===== src/rtl/mul_pkg.sv =====
// Shared types and widths for the multiply sequencer.
package mul_pkg;

    localparam int XLEN = 32;
    localparam int PLEN = 64;

    typedef enum logic [1:0] {
        OP_MUL    = 2'b00,
        OP_MULH   = 2'b01,
        OP_MULHSU = 2'b10,
        OP_MULHU  = 2'b11
    } mul_op_t;

    typedef enum logic [2:0] {
        ST_IDLE   = 3'd0,
        ST_LAUNCH = 3'd1,
        ST_WAIT   = 3'd2,
        ST_FIX    = 3'd3,
        ST_RESP   = 3'd4,
        ST_DRAIN  = 3'd5
    } mul_seq_state_t;

endpackage


===== src/rtl/mul_sequencer_if.sv =====
// Request, multiplier and response channels of the multiply sequencer.
interface mul_sequencer_if;
    import mul_pkg::*;

    logic            req_valid;
    logic            req_ready;
    logic [1:0]      req_op;
    logic [XLEN-1:0] req_rs1;
    logic [XLEN-1:0] req_rs2;
    logic            flush;
    logic            mul_run;
    logic [XLEN-1:0] mul_a;
    logic [XLEN-1:0] mul_b;
    logic            mul_ready;
    logic [PLEN-1:0] mul_prod;
    logic            resp_valid;
    logic [XLEN-1:0] resp_data;
    logic            resp_ready;

    modport slave (
        input  req_valid, req_op, req_rs1, req_rs2, flush,
        input  mul_ready, mul_prod, resp_ready,
        output req_ready, mul_run, mul_a, mul_b, resp_valid, resp_data
    );

    modport master (
        output req_valid, req_op, req_rs1, req_rs2, flush,
        output mul_ready, mul_prod, resp_ready,
        input  req_ready, mul_run, mul_a, mul_b, resp_valid, resp_data
    );

endinterface


===== src/rtl/mul_fixup.sv =====
// Derives the requested result word from a signed 32x32 product; the unsigned
// high-word variants add back the operands whose sign bit was misread as negative.
module mul_fixup
    import mul_pkg::*;
(
    input  mul_op_t         op,
    input  logic [XLEN-1:0] rs1,
    input  logic [XLEN-1:0] rs2,
    input  logic [PLEN-1:0] prod,
    output logic [XLEN-1:0] result
);

    logic [XLEN-1:0] hi;
    logic [XLEN-1:0] lo;
    logic [XLEN-1:0] corr_rs2_neg;
    logic [XLEN-1:0] corr_rs1_neg;

    assign hi           = prod[PLEN-1:XLEN];
    assign lo           = prod[XLEN-1:0];
    assign corr_rs2_neg = rs2[XLEN-1] ? rs1 : '0;
    assign corr_rs1_neg = rs1[XLEN-1] ? rs2 : '0;

    always_comb begin
        result = lo;
        case (op)
            OP_MUL:    result = lo;
            OP_MULH:   result = hi;
            OP_MULHSU: result = hi + corr_rs2_neg;
            OP_MULHU:  result = hi + corr_rs1_neg + corr_rs2_neg;
            default:   result = lo;
        endcase
    end

endmodule


===== src/rtl/mul_sequencer.sv =====
// Sequences multiply requests onto a shared signed multiplier, reusing the last
// product when the operands repeat.
//
// state  | meaning
// IDLE   | ready for a request
// LAUNCH | one-cycle start pulse to the multiplier
// WAIT   | waiting for the product
// FIX    | forming the result word from the cached product
// RESP   | result presented until consumed
// DRAIN  | flushed; swallowing the pending product
module mul_sequencer
    import mul_pkg::*;
(
    input logic            clk,
    input logic            reset,
    mul_sequencer_if.slave bus
);

    mul_seq_state_t  state;
    mul_seq_state_t  state_nxt;

    mul_op_t         op_q;
    logic [XLEN-1:0] rs1_q;
    logic [XLEN-1:0] rs2_q;
    logic [XLEN-1:0] mul_a_q;
    logic [XLEN-1:0] mul_b_q;
    logic [XLEN-1:0] resp_data_q;
    logic [XLEN-1:0] fix_result;

    logic            cache_valid;
    logic [XLEN-1:0] cache_a;
    logic [XLEN-1:0] cache_b;
    logic [PLEN-1:0] cache_prod;

    logic            req_ready_c;
    logic            mul_run_c;
    logic            accept;
    logic            hit;
    logic            launch_load;
    logic            capture;
    logic            cache_kill;
    logic            fix_load;

    // Incoming operands are the ones about to be latched, so comparing them
    // here is the same as comparing the latched copy.
    assign accept      = bus.req_valid & req_ready_c;
    assign hit         = cache_valid && (bus.req_rs1 == cache_a) && (bus.req_rs2 == cache_b);
    assign launch_load = accept & ~hit;
    assign capture     = (state == ST_WAIT) & ~bus.flush & bus.mul_ready;
    assign cache_kill  = bus.flush & ((state == ST_LAUNCH) | (state == ST_WAIT));
    assign fix_load    = (state == ST_FIX) & ~bus.flush;

    always_ff @(posedge clk) begin
        if (reset) begin
            state <= ST_IDLE;
        end else begin
            state <= state_nxt;
        end
    end

    always_comb begin
        state_nxt   = state;
        req_ready_c = 1'b0;
        mul_run_c   = 1'b0;
        case (state)
            ST_IDLE: begin
                req_ready_c = ~bus.flush;
                if (accept) begin
                    state_nxt = hit ? ST_FIX : ST_LAUNCH;
                end
            end
            ST_LAUNCH: begin
                mul_run_c = 1'b1;
                state_nxt = bus.flush ? ST_DRAIN : ST_WAIT;
            end
            ST_WAIT: begin
                if (bus.flush) begin
                    state_nxt = ST_DRAIN;
                end else if (bus.mul_ready) begin
                    state_nxt = ST_FIX;
                end
            end
            ST_FIX: begin
                state_nxt = bus.flush ? ST_IDLE : ST_RESP;
            end
            ST_RESP: begin
                if (bus.flush || bus.resp_ready) begin
                    state_nxt = ST_IDLE;
                end
            end
            ST_DRAIN: begin
                if (bus.mul_ready) begin
                    state_nxt = ST_IDLE;
                end
            end
            default: state_nxt = ST_IDLE;
        endcase
    end

    always_ff @(posedge clk) begin
        if (reset) begin
            op_q        <= OP_MUL;
            rs1_q       <= '0;
            rs2_q       <= '0;
            mul_a_q     <= '0;
            mul_b_q     <= '0;
            resp_data_q <= '0;
            cache_valid <= 1'b0;
            cache_a     <= '0;
            cache_b     <= '0;
            cache_prod  <= '0;
        end else begin
            if (accept) begin
                op_q  <= mul_op_t'(bus.req_op);
                rs1_q <= bus.req_rs1;
                rs2_q <= bus.req_rs2;
            end
            // Operands only change on a new launch, so they stay put until capture.
            if (launch_load) begin
                mul_a_q <= bus.req_rs1;
                mul_b_q <= bus.req_rs2;
            end
            if (cache_kill) begin
                cache_valid <= 1'b0;
            end else if (capture) begin
                cache_valid <= 1'b1;
                cache_a     <= rs1_q;
                cache_b     <= rs2_q;
                cache_prod  <= bus.mul_prod;
            end
            if (fix_load) begin
                resp_data_q <= fix_result;
            end
        end
    end

    mul_fixup u_fixup (
        .op     (op_q),
        .rs1    (rs1_q),
        .rs2    (rs2_q),
        .prod   (cache_prod),
        .result (fix_result)
    );

    assign bus.req_ready  = req_ready_c;
    assign bus.mul_run    = mul_run_c;
    assign bus.mul_a      = mul_a_q;
    assign bus.mul_b      = mul_b_q;
    assign bus.resp_valid = (state == ST_RESP);
    assign bus.resp_data  = resp_data_q;

endmodule


===== src/flat_wrapper.sv =====
// flat-port wrapper written by rule: the top's interface ports become plain ports
module mul_sequencer_flat import mul_pkg::*;
  (clk, reset, bus_req_valid, bus_req_op, bus_req_rs1, bus_req_rs2, bus_flush, bus_mul_ready, bus_mul_prod, bus_resp_ready, bus_req_ready, bus_mul_run, bus_mul_a, bus_mul_b, bus_resp_valid, bus_resp_data);
  mul_sequencer_if bus_i ();
  input logic clk;
  input logic reset;
  input wire logic [$bits(bus_i.req_valid)-1:0] bus_req_valid;
  input wire logic [$bits(bus_i.req_op)-1:0] bus_req_op;
  input wire logic [$bits(bus_i.req_rs1)-1:0] bus_req_rs1;
  input wire logic [$bits(bus_i.req_rs2)-1:0] bus_req_rs2;
  input wire logic [$bits(bus_i.flush)-1:0] bus_flush;
  input wire logic [$bits(bus_i.mul_ready)-1:0] bus_mul_ready;
  input wire logic [$bits(bus_i.mul_prod)-1:0] bus_mul_prod;
  input wire logic [$bits(bus_i.resp_ready)-1:0] bus_resp_ready;
  output wire logic [$bits(bus_i.req_ready)-1:0] bus_req_ready;
  output wire logic [$bits(bus_i.mul_run)-1:0] bus_mul_run;
  output wire logic [$bits(bus_i.mul_a)-1:0] bus_mul_a;
  output wire logic [$bits(bus_i.mul_b)-1:0] bus_mul_b;
  output wire logic [$bits(bus_i.resp_valid)-1:0] bus_resp_valid;
  output wire logic [$bits(bus_i.resp_data)-1:0] bus_resp_data;
  assign bus_i.req_valid = bus_req_valid;
  assign bus_i.req_op = bus_req_op;
  assign bus_i.req_rs1 = bus_req_rs1;
  assign bus_i.req_rs2 = bus_req_rs2;
  assign bus_i.flush = bus_flush;
  assign bus_i.mul_ready = bus_mul_ready;
  assign bus_i.mul_prod = bus_mul_prod;
  assign bus_i.resp_ready = bus_resp_ready;
  assign bus_req_ready = bus_i.req_ready;
  assign bus_mul_run = bus_i.mul_run;
  assign bus_mul_a = bus_i.mul_a;
  assign bus_mul_b = bus_i.mul_b;
  assign bus_resp_valid = bus_i.resp_valid;
  assign bus_resp_data = bus_i.resp_data;
  mul_sequencer u_core (.clk(clk), .reset(reset), .bus(bus_i));
endmodule

===== config.mk =====
export PLATFORM = sky130hd
export DESIGN_NAME = mul_sequencer_flat
export DESIGN_NICKNAME = d
export VERILOG_FILES = /design/src/rtl/mul_pkg.sv /design/src/rtl/mul_sequencer_if.sv /design/src/rtl/mul_fixup.sv /design/src/rtl/mul_sequencer.sv /design/src/flat_wrapper.sv
export SDC_FILE = /design/constraint.sdc
export NUM_CORES = 1
export LEC_CHECK = 0
export BUFFER_PORTS_ARGS = -buffer_cell sky130_fd_sc_hd__buf_2
export CORE_MARGIN = 5
export CORE_UTILIZATION = 51
export DETAILED_ROUTE_END_ITERATION = 6
export GPL_ROUTABILITY_DRIVEN = 1
export PLACE_DENSITY = 0.72
export SLEW_MARGIN = 20
export SYNTH_ARGS = -nofsm -noshare
export SYNTH_HDL_FRONTEND = slang
export SYNTH_SLANG_ARGS = --single-unit

===== constraint.sdc =====
create_clock -name clk -period 7.03 [get_ports clk]
set_input_delay 0.3515 -clock clk [delete_from_list [all_inputs] [get_ports clk]]
set_output_delay 0.3515 -clock clk [all_outputs]
set_load 0.1 [all_outputs]

==> metrics.yaml, run 1 <==
status:
  status: "completed"
critical_path:
  path_class: "reg -> reg"
  cp.arrival_ns: 4.89
  r2r_cells: 16
  r2r_slack_ns: 2.57
  required_ns: 7.46
  r2r_start: "u_core.rs2_q[31]"
  r2r_end: "u_core.bus.resp_data[22]"
  worstSetupStartpointType: "flip-flop"
  cp-end-kind: "flip-flop"
  crit_path_max_fanout: 32
synthesis:
  ys_top_cells_by_area: "dfxtp_1 (34%), nand2_1 (11%), a21oi_1 (7.8%)"
  synth_top_area_share_pct: 34.2
  avgSynthCellArea_um2: 7.75
  synth-seq-area-share_pct: 34.2
  synth_flop_cell: "dfxtp_1"
  yosysWarnings: 0
  syn_inst: 2221
  async_flop_share_pct: 0
  synth.most_common_cell: "nand2_1"
  synth-edff-count: 0
  synthTopCellsByCount: "nand2_1 (523), dfxtp_1 (294), a21oi_1 (270), clkbuf_1 (131), nor2_1 (121)"
  synth_top_cell_by_area: "dfxtp_1"
  synth_nets: 2436
  synth_cell_types: 79
  ys_ff_latch: 294
  syn_area_um2: 17200
floorplanning:
  rows: 67
  die_y_um: 194
  io_pins: 235
  start_util_pct: 51.5
  die-area_um2: 37500
  die_w_um: 194
  design.core.area_um2: 33400
clocking:
  cts_max_path_buffers: 3
  root_buffer: "clkbuf_16"
  clk_latency_ns: 0.54
  numCtsBuffers: 34
  cts.clk_slew.worst_paths_ns: 0.06
  cts_tree: "yes"
  cts-hold-fix-buffers: 0
  ctsHtreeMaxLevel: 2
  post_cts_resized: 0
  cts_sinks: 294
  cts_setup_buffers: 0
sta:
  tns_ns: 0
  timing.final.crit_share_pct: 63.5
  max_freq_mhz: 224
  drv_slew: 0
  final-setup-viol-count: 0
  tightest_slew_ns: 0.987
  rsz0062_at_grt: "false"
  hold_viol_final: 0
  maxSlewHeadroom_pct: 34.2
  period_needed_ns: 4.46
  skew_ns: 0.0226
power:
  leakage_nw: 8.38
  vdd_drop_max_mv: 0.252
  power.density_nw_per_um2: 219
route:
  post_drt_wl_per_cell_um: 20.0
  drtIter0Drc: 1535
  dr_total_vias: 16402
  wirelength_um: 56200
  drt_pre_antenna_iters: 6
  vias_per_cell: 5.83
  antenna_left: 0
  drc: 0
finish:
  fin_util_pct: 58.7
  final-seq-area_um2: 5890
  area_growth_pct: 14.0
  fillCellCount: 3115
  final_nets: 2555
  antenna_cells: 0
  multi_input_area_um2: 10400
  drive_gt1_share_pct: 15.6
min_path:
  hold-path-endpoint: "u_core.cache_prod[58]"
  hold_start: "bus_mul_prod[58]"
  hold_depth: 3
  min_path_type: "in -> reg"
grt:
  grt_pass1_vias: 15470
  antenna_found_initial: 1
  grt_first_pass_wirelength_um: 87600
  gr-total-overflow: 0
  track_usage_pct: 28.7
  grt_max_degree: 101
placed_design:
  io_buffers: 234
  post-dp-hpwl_um: 41900
  globalplace.congestion: 0.971
job:
  drv_cap: 0
[kinds of logic (layout without fill, tap and decap cells)]
logic type,count (synthesis),in the layout,share of synthesized area (%)
AOI/OAI and AO/OA,567,567,20.7
xor gates and xnor gates,128,128,6.51
adders and majority gates,80,80,6.55
buffers and inverters,259,403,5.90
DFF,294,294,34.2
muxes,92,92,6.49
and+or+nand+nor,801,801,19.7
[metal layers]
metal	vias to the layer above	track usage, %	wire length [µm]
met4	2	9.07	1870
met5	-	0	13
met3	99	5.04	4660
li1	7836	-	-
met1	7758	41.0	25000
met2	707	44.4	24600
[worst max path at each step]
stage / from / to / depth (start not counted)
6_report: u_core.rs2_q[31] / u_core.bus.resp_data[22] / 16
5_1_grt: u_core.rs2_q[31] / u_core.bus.resp_data[22] / 16
4_1_cts: u_core.rs1_q[31] / u_core.bus.resp_data[31] / 13
3_5_place_dp: u_core.rs1_q[31] / u_core.bus.resp_data[31] / 13
3_3_place_gp: u_core.rs2_q[31] / u_core.bus.resp_data[22] / 16
2_1_floorplan: u_core.rs2_q[31] / u_core.bus.resp_data[29] / 21
[cell usage in the layout (no fill, tap or decap), types with 9 or more instances in the layout]
cell and n:
o22ai_1 23, a211oi_1 10, o211ai_1 10, xor2_1 55
and2_1 26, a21oi_1 270, nand3_1 21, mux4_2 14
o21ai_0 60, clkbuf_16 34, xnor2_1 73, a21o_1 51
nand2_1 521, nand4_1 17, buf_4 14, dfxtp_1 292
nor2_1 120, nand2b_1 25, a221oi_1 9, nor2b_1 9
inv_1 93, fa_1 17, mux2i_1 73, nor3_1 14
buf_2 233, a31o_2 21, a32o_1 11, ha_1 62
[power breakdown]
| group | switching (W) | internal [W] | leakage, nW |
|---|---|---|---|
| Clock | 0.000754 | 0.00115 | 0.587 |
| Combinational | 0.000437 | 0.000156 | 5.41 |
| Sequential | 0.0000775 | 0.00172 | 2.38 |
[sequential cells by signal (all words and copies together) (netlist names)]
name                  flops
u_core.bus.mul_a         32
u_core.bus.mul_b         32
u_core.bus.resp_data     32
u_core.cache_a           32
u_core.cache_b           32
u_core.cache_prod        64
u_core.cache_valid        1
u_core.op_q               2
u_core.rs1_q             32
u_core.rs2_q             32
u_core.state              3
[critical path: stages, from the launching register on]
cell and delay (ns):
dfxtp_2 0.70, buf_4 0.36, nand2_1 0.12, xor2_1 0.19, ha_1 0.18, a31o_2 0.21
ha_1 0.38, a21o_1 0.21, a21o_1 0.17, a21oi_1 0.18, o21ai_0 0.20, a21oi_1 0.38
nor3_1 0.10, o21ai_0 0.22, xnor2_1 0.09, mux4_2 0.48, a22o_1 0.19
[through the flow]
stage	power [W]	area, µm²	hold WS (ns)	setup slack [ns]	std cells
5_1_grt	0.00446	19600	0.0427	2.18	2813
2_1_floorplan	0.00225	17200	0.432	2.17	2221
3_5_place_dp	0.00242	18400	0.448	2.60	2752
6_report	0.00430	19600	0.0523	2.57	2813
4_1_cts	0.00433	19600	0.0319	2.55	2813
3_3_place_gp	0.00241	18400	0.442	2.67	2752
[cell type report]
cell class	count	share of cell area, %
multi-input cells	1668	52.7
flip-flops and latches	294	30.0
repair buffers	248	6.54
clock buffers	40	4.60
well taps	448	2.85
inverters	94	1.80
clock inverters	21	1.52
Power figures use the tool's default switching activity.
==> run 2, diff against run 1 <==
Settings changed: PLACE_DENSITY 0.72 to 0.75.
Clock period 7.03 ns to 4.1 ns, I/O delays scaled along.
==> run 2 against run 1 <==
Compared with the run above: the run now ends with design-rule violations left; flip-flop and latch count stayed put; power is 73% higher; fmax is 13% higher; via count is 6.5% higher; sequential power is 69% higher; first-iteration DRC count is 2.3% higher; combinational power is 110% higher; sequential share of layout area is 2.6 points lower; critical path depth is 1 lower; global-route usage is 2.7 points higher; worst hold slack better by 0.041 ns; clock power is 67% higher; critical endpoint is now u_core.bus.resp_data[29]; largest cell class unchanged; largest power group unchanged.
==> metrics.yaml, run 2 (synthesis gave the netlist of run 1 again) <==
grt:
  grt_pass1_vias: 16767  # was 15470
  grtUsageMet1_pct: 44.6  # was 41.0%
  use_met2_pct: 49.2  # was 44.4%
  grt_first_pass_wirelength_um: 95800  # was 87600 µm
  antenna_found_initial: 0  # was 1
  track_usage_pct: 31.4  # was 28.7%
  gr-total-overflow: 0  # unchanged
  grt_most_used_layer: "met2"  # unchanged
  grt_max_degree: 216  # was 101
  gr-usage-met3_pct: 5.11  # was 5.04%
clocking:
  root_buffer: "clkbuf_16"  # unchanged
  cts_tree: "yes"  # unchanged
  numCtsBuffers: 31  # was 34
  cts.clk_slew.worst_paths_ns: 0.07  # was 0.06 ns
  cts_sinks: 294  # unchanged
  ctsHtreeMaxLevel: 1  # was 2
  cts_setup_buffers: 0  # unchanged
  cts_max_path_buffers: 3  # unchanged
  clk_latency_ns: 0.61  # was 0.54 ns
route:
  wirelength_um: 61700  # was 56200 µm
  dr_total_vias: 17475  # was 16402
  drt_pre_antenna_iters: 7  # was 6
  post_drt_wl_per_cell_um: 20.5  # was 20.0 µm
  drtIter0Drc: 1570  # was 1535
  vias_per_cell: 5.81  # was 5.83
  drc: 4  # was 0
  antenna_left: 0  # unchanged
placed_design:
  placed_area_um2: 19000  # was 18400 µm²
  globalplace.congestion: 1.01  # was 0.971
  post-dp-hpwl_um: 44400  # was 41900 µm
  place_ws_ns: 0.192  # was 2.60 ns
  io_buffers: 234  # unchanged
min_path:
  hold_depth: 2  # was 3
  hold-path-endpoint: "u_core.cache_prod[49]"  # was u_core.cache_prod[58]
  min_path_type: "in -> reg"  # unchanged
  hold_start: "reset"  # was bus_mul_prod[58]
critical_path:
  cp-end-kind: "flip-flop"  # unchanged
  r2r_slack_ns: 0.15  # was 2.57 ns
  max_stage_delay_ns: 0.47  # was 0.70 ns
  crit_path_max_fanout: 31  # was 32
  crit_chain: "buf_12 -> nand2_1 -> xor2_1 -> ha_1 -> ha_1 -> and2_1 -> a2111oi_0 -> a21bo_2 -> and2_1 -> a211o_1 -> a21oi_2 -> nor3_1 -> a32oi_1 -> nor3b_1 -> a32o_1"  # was buf_4 -> nand2_1 -> xor2_1 -> ha_1 -> a31o_2 -> ha_1 -> a21o_1 -> a21o_1 -> a21oi_1 -> o21ai_0 -> a21oi_1 -> nor3_1 -> o21ai_0 -> xnor2_1 -> mux4_2 -> a22o_1
  required_ns: 4.65  # was 7.46 ns
  r2r_cells: 15  # was 16
  cp_slowest_cell: "dfxtp_2"  # unchanged
  path_class: "reg -> reg"  # unchanged
  cp.arrival_ns: 4.49  # was 4.89 ns
  crit_family: "compound AO/OA/AOI/OAI gates"  # unchanged
  r2r_end: "u_core.bus.resp_data[29]"  # was u_core.bus.resp_data[22]
  worstSetupStartpointType: "flip-flop"  # unchanged
  crit_buf_inv: 1  # unchanged
  r2r_start: "u_core.rs2_q[31]"  # unchanged
power:
  power_w: 0.00745  # was 0.00430 W
  vdd_drop_max_mv: 0.383  # was 0.252 mV
  power.density_nw_per_um2: 347  # was 219 nW/µm²
  leakage_nw: 9.27  # was 8.38 nW
floorplanning:
  design.core.area_um2: 33400  # unchanged
  io_pins: 235  # unchanged
  die_y_um: 194  # unchanged
  start_util_pct: 51.5  # unchanged
  die-area_um2: 37500  # unchanged
  die_w_um: 194  # unchanged
  rows: 67  # unchanged
finish:
  antenna_cells: 0  # unchanged
  regMostFlops: "u_core.cache_prod"  # unchanged
  largest_register_ffs: 64  # unchanged
  final_nets: 2748  # was 2555
  final_common_cell: "nand2_1"  # unchanged
  final_cell_mix: "nand2_1 (521), dfxtp_1 (292), a21oi_1 (268)"  # was nand2_1 (521), dfxtp_1 (292), a21oi_1 (270)
  fillCellCount: 2815  # was 3115
  area_growth_pct: 24.9  # was 14.0%
  drive_gt1_share_pct: 16.9  # was 15.6%
  stdcell_area_um2: 21500  # was 19600 µm²
  final-seq-area_um2: 5890  # unchanged
  multi_input_area_um2: 10400  # about the same
sta:
  skew_ns: 0.0205  # was 0.0226 ns
  rsz0062_at_grt: "true"  # was false
  period_needed_ns: 3.95  # was 4.46 ns
  max_freq_mhz: 253  # was 224 MHz
  final-setup-viol-count: 0  # unchanged
  drv_slew: 0  # unchanged
  tns_ns: 0  # unchanged
  hold_viol_final: 0  # unchanged
  timing.final.crit_share_pct: 96.3  # was 63.5%
  setup_ws_ns: 0.150  # was 2.57 ns
  tightest_slew_ns: 1.08  # was 0.987 ns
  maxSlewHeadroom_pct: 27.9  # was 34.2%
job:
  drv_cap: 0  # unchanged
status:
  status: "finished with violations"  # was completed
  violations: "design-rule violations"
[run 2: worst reg2reg max path, stage by stage (launching register included)]
cell,delay [ns]
dfxtp_2,0.47
buf_12,0.22
nand2_1,0.12
xor2_1,0.18
ha_1,0.28
ha_1,0.30
and2_1,0.16
a2111oi_0,0.44
a21bo_2,0.30
and2_1,0.19
a211o_1,0.30
a21oi_2,0.19
nor3_1,0.11
a32oi_1,0.20
nor3b_1,0.24
a32o_1,0.19
[run 2: area by class of cell]
class,count,area share [%]
clock buffer,47,4.30
sequential,294,27.4
clock inverter,11,1.06
tap,448,2.61
inverter,94,1.64
timing repair buffer,444,14.7
multi-input combinational,1668,48.3
[run 2: stage by stage]
stage,std cells,hold WS (ns),utilization [%]
floorplan,2221,0.341,-
global placement,2815,0.440,56.8
detailed placement,2815,0.448,56.8
CTS,3006,0.0857,64.3
global route,3006,0.124,64.3
finish,3006,0.0934,64.3
[run 2: where the power goes]
group	internal [W]	switching [W]	total [W]
sequential	0.00295	0.0000995	0.00305
clock	0.00194	0.00125	0.00319
combinational	0.000382	0.000836	0.00122
[run 2: metal layers]
layer / share of wire, % / vias to the layer above
li1: - / 8225
met1: 44 / 8343
met2: 44 / 790
met3: 8.7 / 117
met4: 3.4 / 0
met5: 0 / -
[run 2: timing repair]
action                     in CTS  in global routing
setup endpoints to repair       0                  3
gates resized for setup         0                  2
hold endpoints to repair      197                  0
hold buffers                  133                  0
[run 2: worst max path at each step]
| stage | slack (ns) | cells after the start | start | to |
|---|---|---|---|---|
| floorplan | -0.08 | 21 | u_core.rs2_q[31] | u_core.bus.resp_data[29] |
| global placement | 0.20 | 15 | u_core.rs2_q[31] | u_core.bus.resp_data[29] |
| detailed placement | 0.19 | 16 | u_core.rs1_q[31] | u_core.bus.resp_data[29] |
| CTS | 0.20 | 16 | u_core.rs1_q[31] | u_core.bus.resp_data[29] |
| global route | -0.007 | 15 | u_core.rs2_q[31] | u_core.bus.resp_data[26] |
| finish | 0.15 | 15 | u_core.rs2_q[31] | u_core.bus.resp_data[29] |
==> run 3, diff against run 2 <==
Settings changed: CELL_PAD_IN_SITES_DETAIL_PLACEMENT set to 1, CELL_PAD_IN_SITES_GLOBAL_PLACEMENT set to 2, CORE_UTILIZATION 51 to 31, PLACE_DENSITY 0.75 to unset, PLACE_DENSITY_LB_ADDON set to 0.1.
==> run 3 against run 2 <==
Compared with the run above: the run now ends clean; first-iteration DRC count decreased by 48%; non-clock buffer count increased by 34; sequential share of layout area decreased by 0.95 points; critical path type unchanged; clock power increased by 8.5%; clock-buffer cell count increased by 3; via count decreased by 1.8%; clock skew increased by 0.0065 ns; sequential power about the same; final area increased by 3.7%; power increased by 4.4%.
==> metrics.yaml, run 3 (synthesis gave the netlist of run 1 again) <==
critical_path:
  cpMostUsedCell: "xnor2_1"
  cp_slowest_cell: "mux4_2"  # was dfxtp_2
  r2r_cells: 13  # was 15
  crit_chain: "nand2_1 -> xnor2_1 -> ha_4 -> o21ai_0 -> a221o_1 -> maj3_2 -> or3_4 -> o211ai_2 -> o211ai_1 -> and2_1 -> xnor2_1 -> mux4_2 -> a22o_1"  # was buf_12 -> nand2_1 -> xor2_1 -> ha_1 -> ha_1 -> and2_1 -> a2111oi_0 -> a21bo_2 -> and2_1 -> a211o_1 -> a21oi_2 -> nor3_1 -> a32oi_1 -> nor3b_1 -> a32o_1
  crit_buf_inv: 0  # was 1
  cp-end-kind: "flip-flop"  # unchanged
  worstSetupStartpointType: "flip-flop"  # unchanged
  required_ns: 4.56  # was 4.65 ns
  crit_path_max_fanout: 12  # was 31
  max_stage_delay_ns: 0.46  # was 0.47 ns
  crit_family: "compound AO/OA/AOI/OAI gates"  # unchanged
  cp.arrival_ns: 4.41  # was 4.49 ns
  path_class: "reg -> reg"  # unchanged
  cp_num_cells: 13  # was 15
grt:
  grt_max_degree: 154  # was 216
  grtUsageMet1_pct: 34.2  # was 44.6%
  use_met2_pct: 38.1  # was 49.2%
  track_usage_pct: 23.9  # was 31.4%
  grt_most_used_layer: "met2"  # unchanged
  grt_pass1_vias: 17901  # was 16767
  antenna_found_initial: 1  # was 0
  gr-total-overflow: 0  # unchanged
  grt_first_pass_wirelength_um: 112000  # was 95800 µm
  gr-usage-met3_pct: 3.55  # was 5.11%
clocking:
  cts_sinks: 294  # unchanged
  cts.clk_slew.worst_paths_ns: 0.06  # was 0.07 ns
  cts_tree: "yes"  # unchanged
  ctsHtreeMaxLevel: 2  # was 1
  clk_latency_ns: 0.58  # was 0.61 ns
  numCtsBuffers: 38  # was 31
  cts_max_path_buffers: 3  # unchanged
  cts_setup_buffers: 0  # unchanged
  root_buffer: "clkbuf_16"  # unchanged
min_path:
  hold_depth: 4  # was 2
  min_path_type: "in -> reg"  # unchanged
sta:
  period_needed_ns: 3.95  # about the same
  hold_viol_final: 0  # unchanged
  max_freq_mhz: 253  # about the same
  final-setup-viol-count: 0  # unchanged
  rsz0062_at_grt: "false"  # was true
  tightest_slew_ns: 1.03  # was 1.08 ns
  holdWs_ns: 0.0347  # was 0.0934 ns
  drv_slew: 0  # unchanged
  maxSlewHeadroom_pct: 31.4  # was 27.9%
  timing.final.crit_share_pct: 96.4  # was 96.3%
  skew_ns: 0.0269  # was 0.0205 ns
  setup_ws_ns: 0.149  # was 0.150 ns
route:
  wirelength_um: 74400  # was 61700 µm
  post_drt_wl_per_cell_um: 22.2  # was 20.5 µm
  vias_per_cell: 5.12  # was 5.81
  dr_total_vias: 17159  # was 17475
  drtIter0Drc: 816  # was 1570
  antenna_left: 0  # unchanged
  drt_pre_antenna_iters: 5  # was 7
  drc: 0  # was 4
status:
  status: "completed"  # was finished with violations
placed_design:
  placed_area_um2: 19700  # was 19000 µm²
  globalplace.congestion: 0.889  # was 1.01
  io_buffers: 234  # unchanged
  dp.cells: 3151  # was 2815
  post-dp-hpwl_um: 56500  # was 44400 µm
  place_ws_ns: 0.0859  # was 0.192 ns
finish:
  final_common_cell: "nand2_1"  # unchanged
  area_growth_pct: 29.5  # was 24.9%
  regMostFlops: "u_core.cache_prod"  # unchanged
  stdcell_count: 3352  # was 3006
  final_cell_mix: "nand2_1 (521), dfxtp_1 (291), a21oi_1 (268)"  # was nand2_1 (521), dfxtp_1 (292), a21oi_1 (268)
  largest_register_ffs: 64  # unchanged
  final_nets: 2789  # was 2748
  drive_gt1_share_pct: 18.6  # was 16.9%
  stdcell_area_um2: 22300  # was 21500 µm²
  antenna_cells: 0  # unchanged
power:
  leakage_nw: 9.52  # was 9.27 nW
  power_w: 0.00778  # was 0.00745 W
  power.density_nw_per_um2: 349  # was 347 nW/µm²
  vdd_drop_max_mv: 0.290  # was 0.383 mV
floorplanning:
  start_util_pct: 31.3  # was 51.5%
  rows: 86  # was 67
  die-area_um2: 60400  # was 37500 µm²
  design.core.area_um2: 55100  # was 33400 µm²
  die_w_um: 246  # was 194 µm
  die_y_um: 246  # was 194 µm
  io_pins: 235  # unchanged
job:
  drv_cap: 0  # unchanged
run 3: cell types whose count changed in the layout (fill, tap and decap cells not counted), moves of 2 or more:
cell and change:
bufinv_16 -4, clkbuf_1 -3, dlygate4sd3_1 -2, clkinvlp_4 +5, clkbuf_8 -2, clkinv_2 +5
buf_4 +35, clkbuf_16 +7
run 3: tightest hold or removal path, delay by kind of cell:
| family | cells | cell delay (ns) |
|---|---|---|
| compound gates | 1 | 0.06 |
| buf+inv | 2 | 0.19 |
| simple gates | 1 | 0.10 |
run 3: final timing paths:
| kind | end | slack [ns] | start |
|---|---|---|---|
| min | u_core.state[1] | 0.03 | bus_req_valid |
| max | u_core.bus.resp_data[22] | 0.15 | u_core.rs2_q[31] |
| max reg2reg | u_core.bus.resp_data[22] | 0.15 | u_core.rs2_q[31] |
| min reg2reg | u_core.bus.resp_data[28] | 0.45 | u_core.bus.resp_data[28] |
run 3: report_power, final:
part / internal (W) / switching [W]
Sequential: 0.00295 / 0.000105
Clock: 0.00201 / 0.00145
Combinational: 0.000390 / 0.000871
run 3: through the flow:
stage          setup TNS, ns  util [%]
6_report                   0      40.5
3_3_place_gp               0      35.7
2_1_floorplan         -0.127         -
4_1_cts                    0      40.5
5_1_grt                    0      40.5
3_5_place_dp               0      35.7
run 3: final cells by class:
cell class | count | area, µm²
Clock buffer | 50 | 1080
Clock inverter | 20 | 220
Fill cell | 6634 | 32800
Inverter | 94 | 353
Multi-Input combinational cell | 1668 | 10400
Sequential cell | 294 | 5890
Tap cell | 748 | 936
Timing Repair Buffer | 478 | 3420
run 3: repair_timing:
action	4_1_cts	5_1_grt
endpoints found under the setup margin	0	10
gates resized for setup	0	4
endpoints found under the hold margin	187	0
hold buffers	131	0
run 3: routing by layer:
metal	part of all wire, %	routed length, µm
met2	44	33000
met5	0	0
met3	4.6	3440
met1	49	36100
met4	2.4	1770
